`src/rtl/qspi_line_reader.sv`:
```
// Quad-I/O (EBh) line fetch engine for the XIP cache: streams one aligned line
// from serial flash and presents it in parallel with a single-cycle done pulse.
module qspi_line_reader #(
    parameter int unsigned LINE_SIZE    = 16,
    parameter int unsigned DUMMY_CYCLES = 4
) (
    input  logic                   HCLK,
    input  logic                   HRESET,
    input  logic                   req,
    input  logic [23:0]            addr,
    output logic                   busy,
    output logic                   done,
    output logic [LINE_SIZE*8-1:0] line,
    output logic                   sck,
    output logic                   ce_n,
    input  logic [3:0]             din,
    output logic [3:0]             dout,
    output logic                   douten
);

    localparam int unsigned LINE_W   = LINE_SIZE * 8;
    localparam int unsigned OFF_W    = $clog2(LINE_SIZE);
    localparam int unsigned POS_W    = OFF_W + 3;
    localparam int unsigned DATA_LEN = 2 * LINE_SIZE;
    localparam int unsigned MAX_A    = (DUMMY_CYCLES > 8) ? DUMMY_CYCLES : 8;
    localparam int unsigned MAX_LEN  = (DATA_LEN > MAX_A) ? DATA_LEN : MAX_A;
    localparam int unsigned CNT_W    = $clog2(MAX_LEN);
    localparam logic [7:0]  CMD_BYTE = 8'hEB;
    localparam logic [23:0] ALIGN_MASK = ~24'(LINE_SIZE - 1);

    typedef enum logic [2:0] {
        S_IDLE,
        S_CMD,
        S_ADDR,
        S_MODE,
        S_DUMMY,
        S_DATA,
        S_DONE
    } state_t;

    state_t             state_q, state_d;
    logic               half_q, half_d;
    logic [CNT_W-1:0]   cnt_q, cnt_d;
    logic [23:0]        addr_q, addr_d;
    logic               capture_c;
    logic [POS_W-1:0]   cap_pos_c;

    logic               sck_d, ce_n_d, douten_d, busy_d, done_d;
    logic [3:0]         dout_d;

    // Index of the last sck cycle in each active phase.
    function automatic logic [CNT_W-1:0] phase_last(input state_t s);
        logic [CNT_W-1:0] r;
        r = '0;
        case (s)
            S_CMD:   r = CNT_W'(7);
            S_ADDR:  r = CNT_W'(5);
            S_MODE:  r = CNT_W'(1);
            S_DUMMY: r = CNT_W'((DUMMY_CYCLES == 0) ? 0 : DUMMY_CYCLES - 1);
            S_DATA:  r = CNT_W'(DATA_LEN - 1);
            default: r = '0;
        endcase
        return r;
    endfunction

    function automatic state_t next_phase(input state_t s);
        state_t r;
        r = S_IDLE;
        case (s)
            S_CMD:   r = S_ADDR;
            S_ADDR:  r = S_MODE;
            S_MODE:  r = (DUMMY_CYCLES == 0) ? S_DATA : S_DUMMY;
            S_DUMMY: r = S_DATA;
            S_DATA:  r = S_DONE;
            default: r = S_IDLE;
        endcase
        return r;
    endfunction

    // Even nibble counts land in the high half of the byte.
    assign cap_pos_c = {cnt_q[OFF_W:1], ~cnt_q[0], 2'b00};

    // Next-state sequencing plus next values of the registered pin outputs.
    always_comb begin
        state_d   = state_q;
        half_d    = half_q;
        cnt_d     = cnt_q;
        addr_d    = addr_q;
        capture_c = 1'b0;

        case (state_q)
            S_IDLE: begin
                if (req) begin
                    state_d = S_CMD;
                    half_d  = 1'b0;
                    cnt_d   = '0;
                    addr_d  = addr & ALIGN_MASK;
                end
            end
            S_DONE: begin
                state_d = S_IDLE;
            end
            default: begin
                if (!half_q) begin
                    half_d = 1'b1;
                end else begin
                    half_d    = 1'b0;
                    capture_c = (state_q == S_DATA);
                    if (cnt_q == phase_last(state_q)) begin
                        state_d = next_phase(state_q);
                        cnt_d   = '0;
                    end else begin
                        cnt_d = cnt_q + CNT_W'(1);
                    end
                end
            end
        endcase

        busy_d   = (state_d != S_IDLE);
        done_d   = (state_d == S_DONE);
        ce_n_d   = (state_d == S_IDLE) || (state_d == S_DONE);
        sck_d    = !ce_n_d && half_d;
        douten_d = (state_d == S_CMD) || (state_d == S_ADDR) || (state_d == S_MODE);

        // dout depends only on phase position, so it is stable across each sck cycle.
        dout_d = 4'h0;
        case (state_d)
            S_CMD:  dout_d = {3'b110, CMD_BYTE[3'd7 - cnt_d[2:0]]};
            S_ADDR: begin
                case (cnt_d[2:0])
                    3'd0:    dout_d = addr_d[23:20];
                    3'd1:    dout_d = addr_d[19:16];
                    3'd2:    dout_d = addr_d[15:12];
                    3'd3:    dout_d = addr_d[11:8];
                    3'd4:    dout_d = addr_d[7:4];
                    default: dout_d = addr_d[3:0];
                endcase
            end
            S_MODE:  dout_d = 4'hF;
            default: dout_d = 4'h0;
        endcase
    end

    always_ff @(posedge HCLK) begin
        if (HRESET) begin
            state_q <= S_IDLE;
            half_q  <= 1'b0;
            cnt_q   <= '0;
            addr_q  <= '0;
            busy    <= 1'b0;
            done    <= 1'b0;
            sck     <= 1'b0;
            ce_n    <= 1'b1;
            douten  <= 1'b0;
            dout    <= 4'h0;
        end else begin
            state_q <= state_d;
            half_q  <= half_d;
            cnt_q   <= cnt_d;
            addr_q  <= addr_d;
            busy    <= busy_d;
            done    <= done_d;
            sck     <= sck_d;
            ce_n    <= ce_n_d;
            douten  <= douten_d;
            dout    <= dout_d;
        end
    end

    // Line is only overwritten nibble by nibble during DATA; it survives between fetches.
    always_ff @(posedge HCLK) begin
        if (HRESET) begin
            line <= '0;
        end else if (capture_c) begin
            line[cap_pos_c +: 4] <= din;
        end
    end

endmodule

```
`config.mk`:
```
export PLATFORM = sky130hd
export DESIGN_NAME = qspi_line_reader
export DESIGN_NICKNAME = d
export VERILOG_FILES = /design/src/rtl/qspi_line_reader.sv
export SDC_FILE = /design/constraint.sdc
export NUM_CORES = 1
export LEC_CHECK = 0
export BUFFER_PORTS_ARGS = -buffer_cell sky130_fd_sc_hd__buf_4
export CAP_MARGIN = 20
export CORE_MARGIN = 5
export CORE_UTILIZATION = 30
export CTS_CLUSTER_SIZE = 14
export DETAILED_ROUTE_END_ITERATION = 10
export GPL_TIMING_DRIVEN = 0
export SLEW_MARGIN = 40
export SYNTH_ARGS = -nofsm -noshare
export SYNTH_HDL_FRONTEND = slang
export SYNTH_SLANG_ARGS = --single-unit
```
`constraint.sdc`:
```
create_clock -name HCLK -period 3.9 [get_ports HCLK]
set_clock_uncertainty 0.1 [all_clocks]
set_input_delay 0 -clock HCLK [delete_from_list [all_inputs] [get_ports HCLK]]
set_output_delay 0 -clock HCLK [all_outputs]
set_load 0.02 [all_outputs]
```
==> flow_metrics.tcl, run 1 <==
set metrics [dict create \
    ys_seq_elements 170 \
    layout-drive-gt1-share_pct 22.54 \
    first_iter_violations 311 \
    use_met2_pct 27.38 \
    cts_root_buf "clkbuf_16" \
    post-route-min-period_ns 3.230 \
    drt-wirelength-per-cell_um 17.16 \
    fill_cells 2330 \
    clockBufferDepth 2 \
    worstPathArrival_ns 3.50 \
    die_y_um 163.4 \
    reg2reg_slack_ns 0.67 \
    setup_violations 0 \
    maxCapViolations 0 \
    r2r-end "line[6]" \
    nets 1008 \
    yosysMostFrequentCell "nor2_1" \
    ys_warn_count 0 \
    antenna_found_initial 0 \
    io_pins 168 \
    die_area_mm2 0.02670 \
    fin_crit_sh_pct 82.82 \
    r2r-start "cnt_q[1]" \
    rr_worst_depth 10 \
    ys_async_sr_fraction_pct 0 \
    dpl.cell_count 1246 \
    rsz0062_at_grt "no" \
    core_mm2 0.02333 \
    p_leak_nw 3.952 \
    peakVddDrop_mv 0.2715 \
    clock.fmax_ghz 0.3096 \
    area_growth_pct 35.91 \
    yosys.area.top_type "dfxtp_1" \
    tightestPinTransition_ns 0.8089 \
    maxSlewHeadroom_pct 45.78 \
    crit_type "flip-flop to flip-flop" \
    postCtsSetupRepairBufs 0 \
    rows 56 \
    hold_viol 0 \
    grt_use_met1_pct 20.59 \
    hold_depth 4 \
    synth_flop_cell "dfxtp_1" \
    cts_resized 0 \
    worst_hold_slack_ns 0.2650 \
    cts_tree "yes" \
    clock-sinks 170 \
    worst_setup_path_end_kind "flip-flop" \
    gr-usage-met3_pct 6.763 \
    synthTopCellsByCount "nor2_1 (191), dfxtp_1 (170), mux2i_1 (138)" \
    totalWireLength_mm 22.37 \
    holdPathEnd "addr_q[19]" \
    cts_hold_buf 26 \
    fin_cells 1304 \
    drtAntennaViolNets 0 \
    grt_pass1_vias 6019 \
    n_antenna_cell 0 \
    status "completed" \
    syn_inst 764 \
    globalRouteOverflowTotal 0 \
    grt.busiest_layer "met2" \
    vias 6069 \
    cp.required_ns 4.17 \
    place.gp.congestion 0.8516 \
    h-tree-depth 4 \
    synth_area_leaders "dfxtp_1 (48%), mux2i_1 (20%), nor2_1 (10%), nand2_1 (3.0%), a21oi_1 (1.7%)" \
    numPortBuffers 163 \
    finalSetupTns_ns 0 \
    grt_pass1_wl_mm 34.38 \
    grtUsageTotal_pct 16.70 \
    hold_path_class "input pin to flip-flop" \
    dieWidth_um 163.4 \
    synth.top_cell.area_share_pct 48.21 \
    grt_max_degree 20 \
    synth.distinct_cells 62 \
    synth_nets 800 \
    synth_edf_count 0 \
    syn_area_mm2 0.007059 \
    hpwl_mm 16.37 \
    ys_seq_area_share_pct 48.21 \
    worstPathMaxFanout 10 \
    final_core_util_pct 41.12 \
    power_density_mw_per_mm2 400.7 \
    cts_made_buffers 17 \
    clk_pin_slew_worst_paths_ns 0.08 \
    final_max_slew_viol_count 0 \
    avgViaCountPerCell 4.654 \
    firstDrtPassIters 4 \
    hold_start "addr[19]" \
    syn_avg_cell_area_um2 9.240 \
    start_util_pct 30.26 \
    drc 0 \
    startpoint_type "flip-flop" \
    clk_latency_ns 0.44 \
]
[routing by layer]
| layer | share of wire [%] | wire length, um |
|---|---|---|
| met4 | 0.82 | 184 |
| met2 | 47 | 10570 |
| met5 | 0 | 0 |
| met3 | 8.5 | 1908 |
| met1 | 43 | 9713 |
[how the worst max path moves through the flow]
stage,from,to,slack [ns],depth (start not counted)
2_1_floorplan,cnt_q[1],line[100],1.39,10
3_3_place_gp,cnt_q[1],line[23],0.34,10
3_5_place_dp,cnt_q[1],line[2],0.71,8
4_1_cts,cnt_q[1],line[2],0.66,8
5_1_grt,cnt_q[1],line[3],0.41,8
6_report,cnt_q[1],line[6],0.67,10
[state kept, by name, indices dropped and copies added, names as in the netlist]
register,cells
addr_q,24
half_q,1
sck,1
line,128
busy,1
cnt_q,5
done,1
douten,1
dout,4
ce_n,1
state_q,3
[cell type report]
type	count	area [um^2]	share of cell area, %
inverters	7	26.28	0.2739
multi-input cells	551	3513	36.62
plain buffers	36	146.4	1.526
flip-flops and latches	170	3403	35.47
well taps	319	399.1	4.160
clock inverters	15	196.4	2.047
repair buffers	189	1484	15.47
clock buffers	17	425.4	4.434
[cell families (layout without fill, tap and decap cells)]
logic type / after synthesis / in the layout / share of synthesized area, %
compound gates: 85 / 85 / 8.791
xor+xnor: 5 / 5 / 0.6203
fa+ha+maj: 5 / 5 / 0.8862
buf+inv: 43 / 264 / 2.446
flops: 170 / 170 / 48.21
mux: 140 / 140 / 19.89
simple gates: 316 / 316 / 19.16
[cells in the final DEF, fill, tap and decap left out, types with 5 or more instances in the layout]
| master | Yosys | routed |
|---|---|---|
| nand2_1 | 57 | 57 |
| mux2i_1 | 138 | 138 |
| o21ai_0 | 10 | 10 |
| dlygate4sd3_1 | 0 | 26 |
| nor2_2 | 1 | 5 |
| nor3_1 | 11 | 7 |
| and2_1 | 9 | 9 |
| clkbuf_1 | 30 | 30 |
| nor2b_1 | 6 | 6 |
| buf_4 | 2 | 165 |
| nor2_1 | 191 | 187 |
| nand3_1 | 15 | 15 |
| a21oi_1 | 24 | 24 |
| inv_1 | 5 | 5 |
| o21a_1 | 6 | 6 |
| dfxtp_1 | 170 | 170 |
| a211oi_1 | 6 | 6 |
| clkbuf_16 | 0 | 17 |
| ha_1 | 5 | 5 |
| or3_1 | 5 | 5 |
[report_power, final]
group,switching [mW],total [mW],leakage (nW),internal (mW)
clock network,0.832,1.76,0.299,0.931
logic,0.193,0.311,2.28,0.118
registers,0.0104,1.77,1.37,1.76
total,1.04,3.84,3.95,2.81
[stage by stage]
step	area (um^2)	setup slack [ns]	total power, mW
2_1_floorplan	7059	1.389	1.992
4_1_cts	9584	0.6600	3.892
5_1_grt	9594	0.4083	3.992
3_3_place_gp	8682	0.3431	2.097
6_report	9594	0.6701	3.844
3_5_place_dp	8702	0.7085	2.100
[critical path, stage by stage (launching register included)]
cell and delay (ns):
dfxtp_1 0.41, clkbuf_1 0.34, inv_1 0.16, ha_1 0.27, nor2b_1 0.20, nand2_1 0.11, clkbuf_1 0.37, nand2_1 0.24
nor3_2 0.66, mux2i_1 0.16, nor2_1 0.12
(Power assumes the default switching activity.)
==> run 2: changes to the inputs <==
--- a/config.mk
+++ b/config.mk
@@ -5,6 +5,7 @@
 export SDC_FILE = /design/constraint.sdc
 export NUM_CORES = 1
 export LEC_CHECK = 0
+export ABC_AREA = 1
 export BUFFER_PORTS_ARGS = -buffer_cell sky130_fd_sc_hd__buf_4
 export CAP_MARGIN = 20
 export CORE_MARGIN = 5
==> constraint.sdc (replaced) <==
create_clock -name HCLK -period 3.4 [get_ports HCLK]
set_clock_uncertainty 0.1 [all_clocks]
set_input_delay 0 -clock HCLK [delete_from_list [all_inputs] [get_ports HCLK]]
set_output_delay 0 -clock HCLK [all_outputs]
set_load 0.02 [all_outputs]
==> run 2 against run 1 <==
- first-iteration DRC count up 45%
- sequential power up 15%
- power up 13%
- cell count up 13%
- via count up 9.4%
- critical path type unchanged
- largest cell class is now registers
- highest routed layer unchanged
==> flow_metrics.tcl, run 2 <==
set metrics [dict create \
    ys_seq_area_share_pct 48.32 \
    final_common_cell "nor2_1" \
    hpwl_mm 16.47 \
    rr_worst_depth 12 \
    crit_start "cnt_q[0]" \
    total_power_mw 4.333 \
    dieWidth_um 163.2 \
    place.gp.congestion 0.8061 \
    r2r-start "cnt_q[0]" \
    cts_tree "yes" \
    nets 1172 \
    final_max_slew_viol_count 0 \
    globalRouteOverflowTotal 0 \
    peakVddDrop_mv 0.2694 \
    grt_max_degree 19 \
    drc 0 \
    synth_edf_count 0 \
    r2r-end "line[98]" \
    reg2reg_slack_ns 0.51 \
    die_y_um 163.2 \
    dp_slack_ns 0.5940 \
    finalSetupTns_ns 0 \
    h-tree-depth 4 \
    antenna_found_initial 0 \
    critical_path_depth 12 \
    cpMostUsedCell "inv_1" \
    synth_nets 966 \
    clock-sinks 170 \
    rows 56 \
    clockBufferDepth 2 \
    synth_flop_cell "dfxtp_1" \
    largest_reg_flops 128 \
    finalInstanceArea_mm2 0.009524 \
    syn_inst 930 \
    syn_area_mm2 0.007043 \
    ys_warn_count 0 \
    postCtsSetupRepairBufs 0 \
    numPortBuffers 162 \
    first_iter_violations 450 \
    cts_resized 0 \
    io_pins 168 \
    synth.top_cell.area_share_pct 48.32 \
    die_area_mm2 0.02664 \
    cts_hold_buf 25 \
    reg.largest.list "line x128, addr_q x24, cnt_q x5" \
    yosys.area.top_type "dfxtp_1" \
    cp_slowest_cell "dfxtp_1" \
    place_area_mm2 0.008658 \
    cp.required_ns 3.66 \
    grtUsageTotal_pct 16.26 \
    n_antenna_cell 0 \
    setup_violations 0 \
    synth_area_leaders "dfxtp_1 (48%), nor2_1 (9.4%), o21ai_0 (8.1%), a21oi_1 (6.5%), inv_1 (5.0%)" \
    crit_type "flip-flop to flip-flop" \
    tightestPinTransition_ns 0.6533 \
    crit_end "line[98]" \
    most-common-layout-cells "nor2_1 (177), dfxtp_1 (170), buf_4 (165), o21ai_0 (114), inv_1 (94)" \
    max_stage_delay_ns 0.54 \
    timing.final.ws_setup_ns 0.5102 \
    fin_crit_sh_pct 84.99 \
    synth.distinct_cells 37 \
    cts_root_buf "clkbuf_16" \
    top_register "line" \
    grt_pass1_vias 6337 \
    crit_buf_inv 5 \
    core_mm2 0.02326 \
    worstPathCellList "inv_2 -> ha_1 -> inv_1 -> nor3_1 -> inv_1 -> nor2_1 -> inv_1 -> nor2_1 -> inv_1 -> nor2_1 -> o21ai_0 -> a21oi_1" \
    drtAntennaViolNets 0 \
    clock.fmax_ghz 0.3460 \
    yosysMostFrequentCell "nor2_1" \
    worstPathArrival_ns 3.15 \
    clk_pin_slew_worst_paths_ns 0.07 \
    clk_latency_ns 0.43 \
    ys_async_sr_fraction_pct 0 \
    status "completed" \
    post-route-min-period_ns 2.890 \
    hold_start "req" \
    synthTopCellsByCount "nor2_1 (177), dfxtp_1 (170), o21ai_0 (114)" \
    cts_made_buffers 17 \
    drt-wirelength-per-cell_um 14.88 \
    area_growth_pct 35.23 \
    cp_top_family "simple AND/OR/NAND/NOR gates" \
    layout-drive-gt1-share_pct 24.02 \
    vias 6641 \
    rsz0062_at_grt "no" \
    p_leak_nw 4.264 \
    maxCapViolations 0 \
    firstDrtPassIters 5 \
    power_density_mw_per_mm2 454.9 \
    grt_pass1_wl_mm 34.00 \
    avgViaCountPerCell 4.524 \
    maxSlewHeadroom_pct 56.45 \
    startpoint_type "flip-flop" \
    hold_viol 0 \
    worst_setup_path_end_kind "flip-flop" \
    hold_path_class "input pin to flip-flop" \
    start_util_pct 30.28 \
    totalWireLength_mm 21.84 \
    worstPathMaxFanout 8 \
    ys_seq_elements 170 \
    syn_avg_cell_area_um2 7.573 \
]
==> run 2: cell types whose count changed in the layout (fill, tap and decap cells not counted), sizes merged, moves of 7 or more <==
cell | previous run | this run
o21ai | 15 | 119
and2 | 9 | 0
a21oi | 24 | 93
a211oi | 8 | 17
or2 | 1 | 13
mux2i | 138 | 10
clkbuf | 47 | 38
nor2 | 192 | 211
inv | 15 | 119
nand2 | 57 | 86
nor3 | 11 | 18
nand3 | 15 | 33
==> run 2: cells by family after synthesis <==
family                   count (synthesis)  synth area share, %
AO/OA/AOI/OAI                          234                17.53
multiplexers                            10                1.421
XOR/XNOR                                 3               0.3731
buffers and inverters                  143                7.834
AND/OR/NAND/NOR                        365                23.63
adder cells (fa/ha/maj)                  5               0.8883
flip-flops                             170                48.32
==> run 2: per-stage QoR <==
stage                     std cells  hold WS [ns]  utilization, %
final                          1468       0.02940           40.94
after floorplan                 930       0.05935               -
after detailed placement       1411        0.1731           37.22
after global placement         1411        0.1684           37.22
after global routing           1468       0.07572           40.94
after CTS                      1468       0.02239           40.90
==> run 2: cell type report <==
cell class | count | area [um^2]
tap | 319 | 399.1
fill | 2417 | 13740
clock inverter | 15 | 181.4
multi-input combinational | 617 | 3097
timing repair buffer | 187 | 1466
clock buffer | 17 | 425.4
sequential | 170 | 3403
buffer | 29 | 123.9
inverter | 114 | 427.9
==> run 2: per-layer routing <==
metal,share of wire (%),routed length (um),up-vias,global-route usage [%]
li1,-,-,3435,-
met1,49,10650,3052,22.26
met2,45,9857,140,26.23
met3,5.1,1122,14,3.457
met4,0.99,216,0,4.117
met5,0,0,-,0
==> run 2: tightest hold or removal path, delay by kind of cell <==
family / cells / cell delay (ns)
and+or+nand+nor: 2 / 0.27
AOI/OAI and AO/OA: 1 / 0.03
buffers and inverters: 3 / 0.19
==> run 2: power by group <==
| group | switching (mW) | leakage [nW] | internal (mW) |
|---|---|---|---|
| clock network | 0.912 | 0.289 | 1.05 |
| registers | 0.0115 | 1.37 | 2.02 |
| logic | 0.214 | 2.60 | 0.124 |
==> run 2: worst min-delay path by stage <==
stage | to | slack (ns) | cells past startpoint
after floorplan | addr_q[9] | 0.06 | 2
after global placement | addr_q[9] | 0.17 | 3
after detailed placement | addr_q[9] | 0.17 | 3
after CTS | half_q | 0.02 | 6
after global routing | half_q | 0.08 | 6
final | half_q | 0.03 | 6
==> run 3: changes to the inputs <==
==> constraint.sdc (replaced) <==
create_clock -name HCLK -period 2.4 [get_ports HCLK]
set_clock_uncertainty 0.1 [all_clocks]
set_input_delay 0 -clock HCLK [delete_from_list [all_inputs] [get_ports HCLK]]
set_output_delay 0 -clock HCLK [all_outputs]
set_load 0.02 [all_outputs]
==> run 3 against run 2 <==
- maximum frequency rose by 24%
- cell area is 4.2% higher
- utilization rose by 1.7 points
- first-iteration DRC count rose by 7.3%
- global-route usage rose by 0.096 points
- combinational power grew 52%
- power grew 43%
- via count up 1.9%
- sequential power rose by 42%
- critical path type unchanged
- largest power group unchanged
==> flow_metrics.tcl, run 3 (synthesis gave the netlist of run 2 again) <==
set metrics [dict create \
    setup_violations 0 \
    rr_worst_depth 13 \
    clockBufferDepth 2 \
    avgViaCountPerCell 4.549 \
    clock-sinks 170 \
    grt_max_degree 19 \
    top_register "line" \
    post-route-min-period_ns 2.321 \
    rsz0062_at_grt "yes" \
    switching_share_pct 26.55 \
    drtAntennaViolNets 0 \
    use_met2_pct 26.34 \
    clockPowerShare_pct 45.2 \
    globalRouteOverflowTotal 0 \
    worstPathArrival_ns 2.57 \
    startpoint_type "flip-flop" \
    tightestPinTransition_ns 0.6544 \
    io_pins 168 \
    first_iter_violations 483 \
    worst_hold_slack_ns 0.08496 \
    largest_reg_flops 128 \
    area_growth_pct 40.95 \
    multi_input_area_mm2 0.003307 \
    finalSetupTns_ns 0 \
    cts_made_buffers 17 \
    worstPathMaxFanout 6 \
    grtUsageTotal_pct 16.36 \
    fin_crit_sh_pct 96.72 \
    dpl.cell_count 1411 \
    layout-drive-gt1-share_pct 28.25 \
    die_y_um 163.2 \
    h-tree-depth 4 \
    fin_cells 1487 \
    status "completed" \
    grt_use_met1_pct 22.44 \
    final_common_cell "buf_4" \
    vias 6765 \
    drc 0 \
    maxCapViolations 0 \
    fill_cells 2379 \
    seqPwrFrac_pct 46.5 \
    totalWireLength_mm 22.20 \
    grt_pass1_vias 6372 \
    gr-usage-met3_pct 3.457 \
    cp.required_ns 2.65 \
    n_antenna_cell 0 \
    maxSlewHeadroom_pct 56.38 \
    most-common-layout-cells "buf_4 (182), dfxtp_1 (165), nor2_1 (164), o21ai_0 (105), a21oi_1 (92)" \
    dieWidth_um 163.2 \
    clock.fmax_ghz 0.4308 \
    drt-wirelength-per-cell_um 14.93 \
    final_max_slew_viol_count 0 \
    clk_pin_slew_worst_paths_ns 0.07 \
    r2r-end "line[37]" \
    dp_slack_ns -0.4060 \
    cts_tree "yes" \
    crit_end "line[37]" \
    nets 1191 \
    regArea_mm2 0.003415 \
    core_mm2 0.02326 \
    total_power_mw 6.191 \
    start_util_pct 30.28 \
    reg.largest.list "line x128, addr_q x24, cnt_q x5" \
    reg2reg_slack_ns 0.08 \
    timing.final.ws_setup_ns 0.07876 \
    numPortBuffers 162 \
    r2r-start "cnt_q[1]" \
    die_area_mm2 0.02664 \
    p_leak_nw 4.387 \
    hold_path_class "input pin to flip-flop" \
    peakVddDrop_mv 0.3838 \
    firstDrtPassIters 5 \
    antenna_found_initial 0 \
    power_density_mw_per_mm2 623.6 \
    intPower_mw 4.547 \
    cts_root_buf "clkbuf_16" \
    place.gp.congestion 0.8061 \
    worst_setup_path_end_kind "flip-flop" \
    crit_start "cnt_q[1]" \
    grt_pass1_wl_mm 34.22 \
    grt.busiest_layer "met2" \
    hold_viol 0 \
    comb_power_share_pct 8.3 \
    clk_latency_ns 0.43 \
    hpwl_mm 16.47 \
    crit_type "flip-flop to flip-flop" \
    switchingPower_mw 1.644 \
    rows 56 \
]
-- run 3: changes by cell type in the layout (fill, tap and decap cells not counted), moves of 4 or more --
cell     before  now
nor2_2       21   11
inv_1        94   90
dfxtp_1     170  165
o21ai_1       4   10
buf_4       165  182
nor2_4       13   36
o21ai_0     114  105
nor2_1      177  164
-- run 3: cell type report --
class	count	area share, %
sequential	170	34.40
multi-input combinational	617	33.31
timing repair buffer	206	16.25
inverter	114	4.361
clock buffer	17	4.285
tap	319	4.021
clock inverter	15	1.828
buffer	29	1.550
-- run 3: routing by layer --
metal / routed length [um] / up-vias
met4: 208 / 0
met2: 10060 / 145
li1: - / 3496
met3: 1076 / 14
met5: 0 / -
met1: 10850 / 3110
-- run 3: timing repair --
action / CTS / global route
pin swaps: 4 / 18
endpoints found under the hold margin: 39 / 0
gates resized for setup: 28 / 59
cloned: 0 / 0
buffers inserted: 1 / 18
hold buffers: 25 / 0
endpoints found under the setup margin: 128 / 126
-- run 3: metrics by stage --
| stage | util [%] | cell area (um^2) |
|---|---|---|
| 2_1_floorplan | - | 7043 |
| 4_1_cts | 41.32 | 9613 |
| 5_1_grt | 42.67 | 9927 |
| 6_report | 42.67 | 9927 |
| 3_3_place_gp | 37.22 | 8658 |
| 3_5_place_dp | 37.22 | 8658 |
-- run 3: worst min path at each step --
stage / start / endpoint / slack (ns) / depth (start not counted)
global route: req / half_q / 0.12 / 7
detailed placement: addr[9] / addr_q[9] / 0.17 / 3
floorplan: addr[9] / addr_q[9] / 0.06 / 2
global placement: addr[9] / addr_q[9] / 0.17 / 3
CTS: req / half_q / 0.02 / 6
finish: req / half_q / 0.08 / 7
-- run 3: power by group through the flow --
stage / sequential (mW) / combinational, mW / clock, mW
2_1_floorplan: 2.96 / 0.276 / 0
3_3_place_gp: 2.94 / 0.445 / 0
3_5_place_dp: 2.95 / 0.446 / 0
4_1_cts: 2.88 / 0.484 / 2.85
5_1_grt: 2.88 / 0.573 / 2.95
6_report: 2.88 / 0.515 / 2.80
-- run 3: critical path: stages, from the launching register on --
cell      delay, ns
dfxtp_4        0.38
inv_4          0.05
ha_1           0.19
inv_1          0.10
nor2_4         0.05
inv_2          0.08
nor2_4         0.06
nor2_2         0.25
inv_1          0.16
nor3_1         0.22
inv_1          0.14
nor2_1         0.12
inv_1          0.12
a211oi_1       0.23
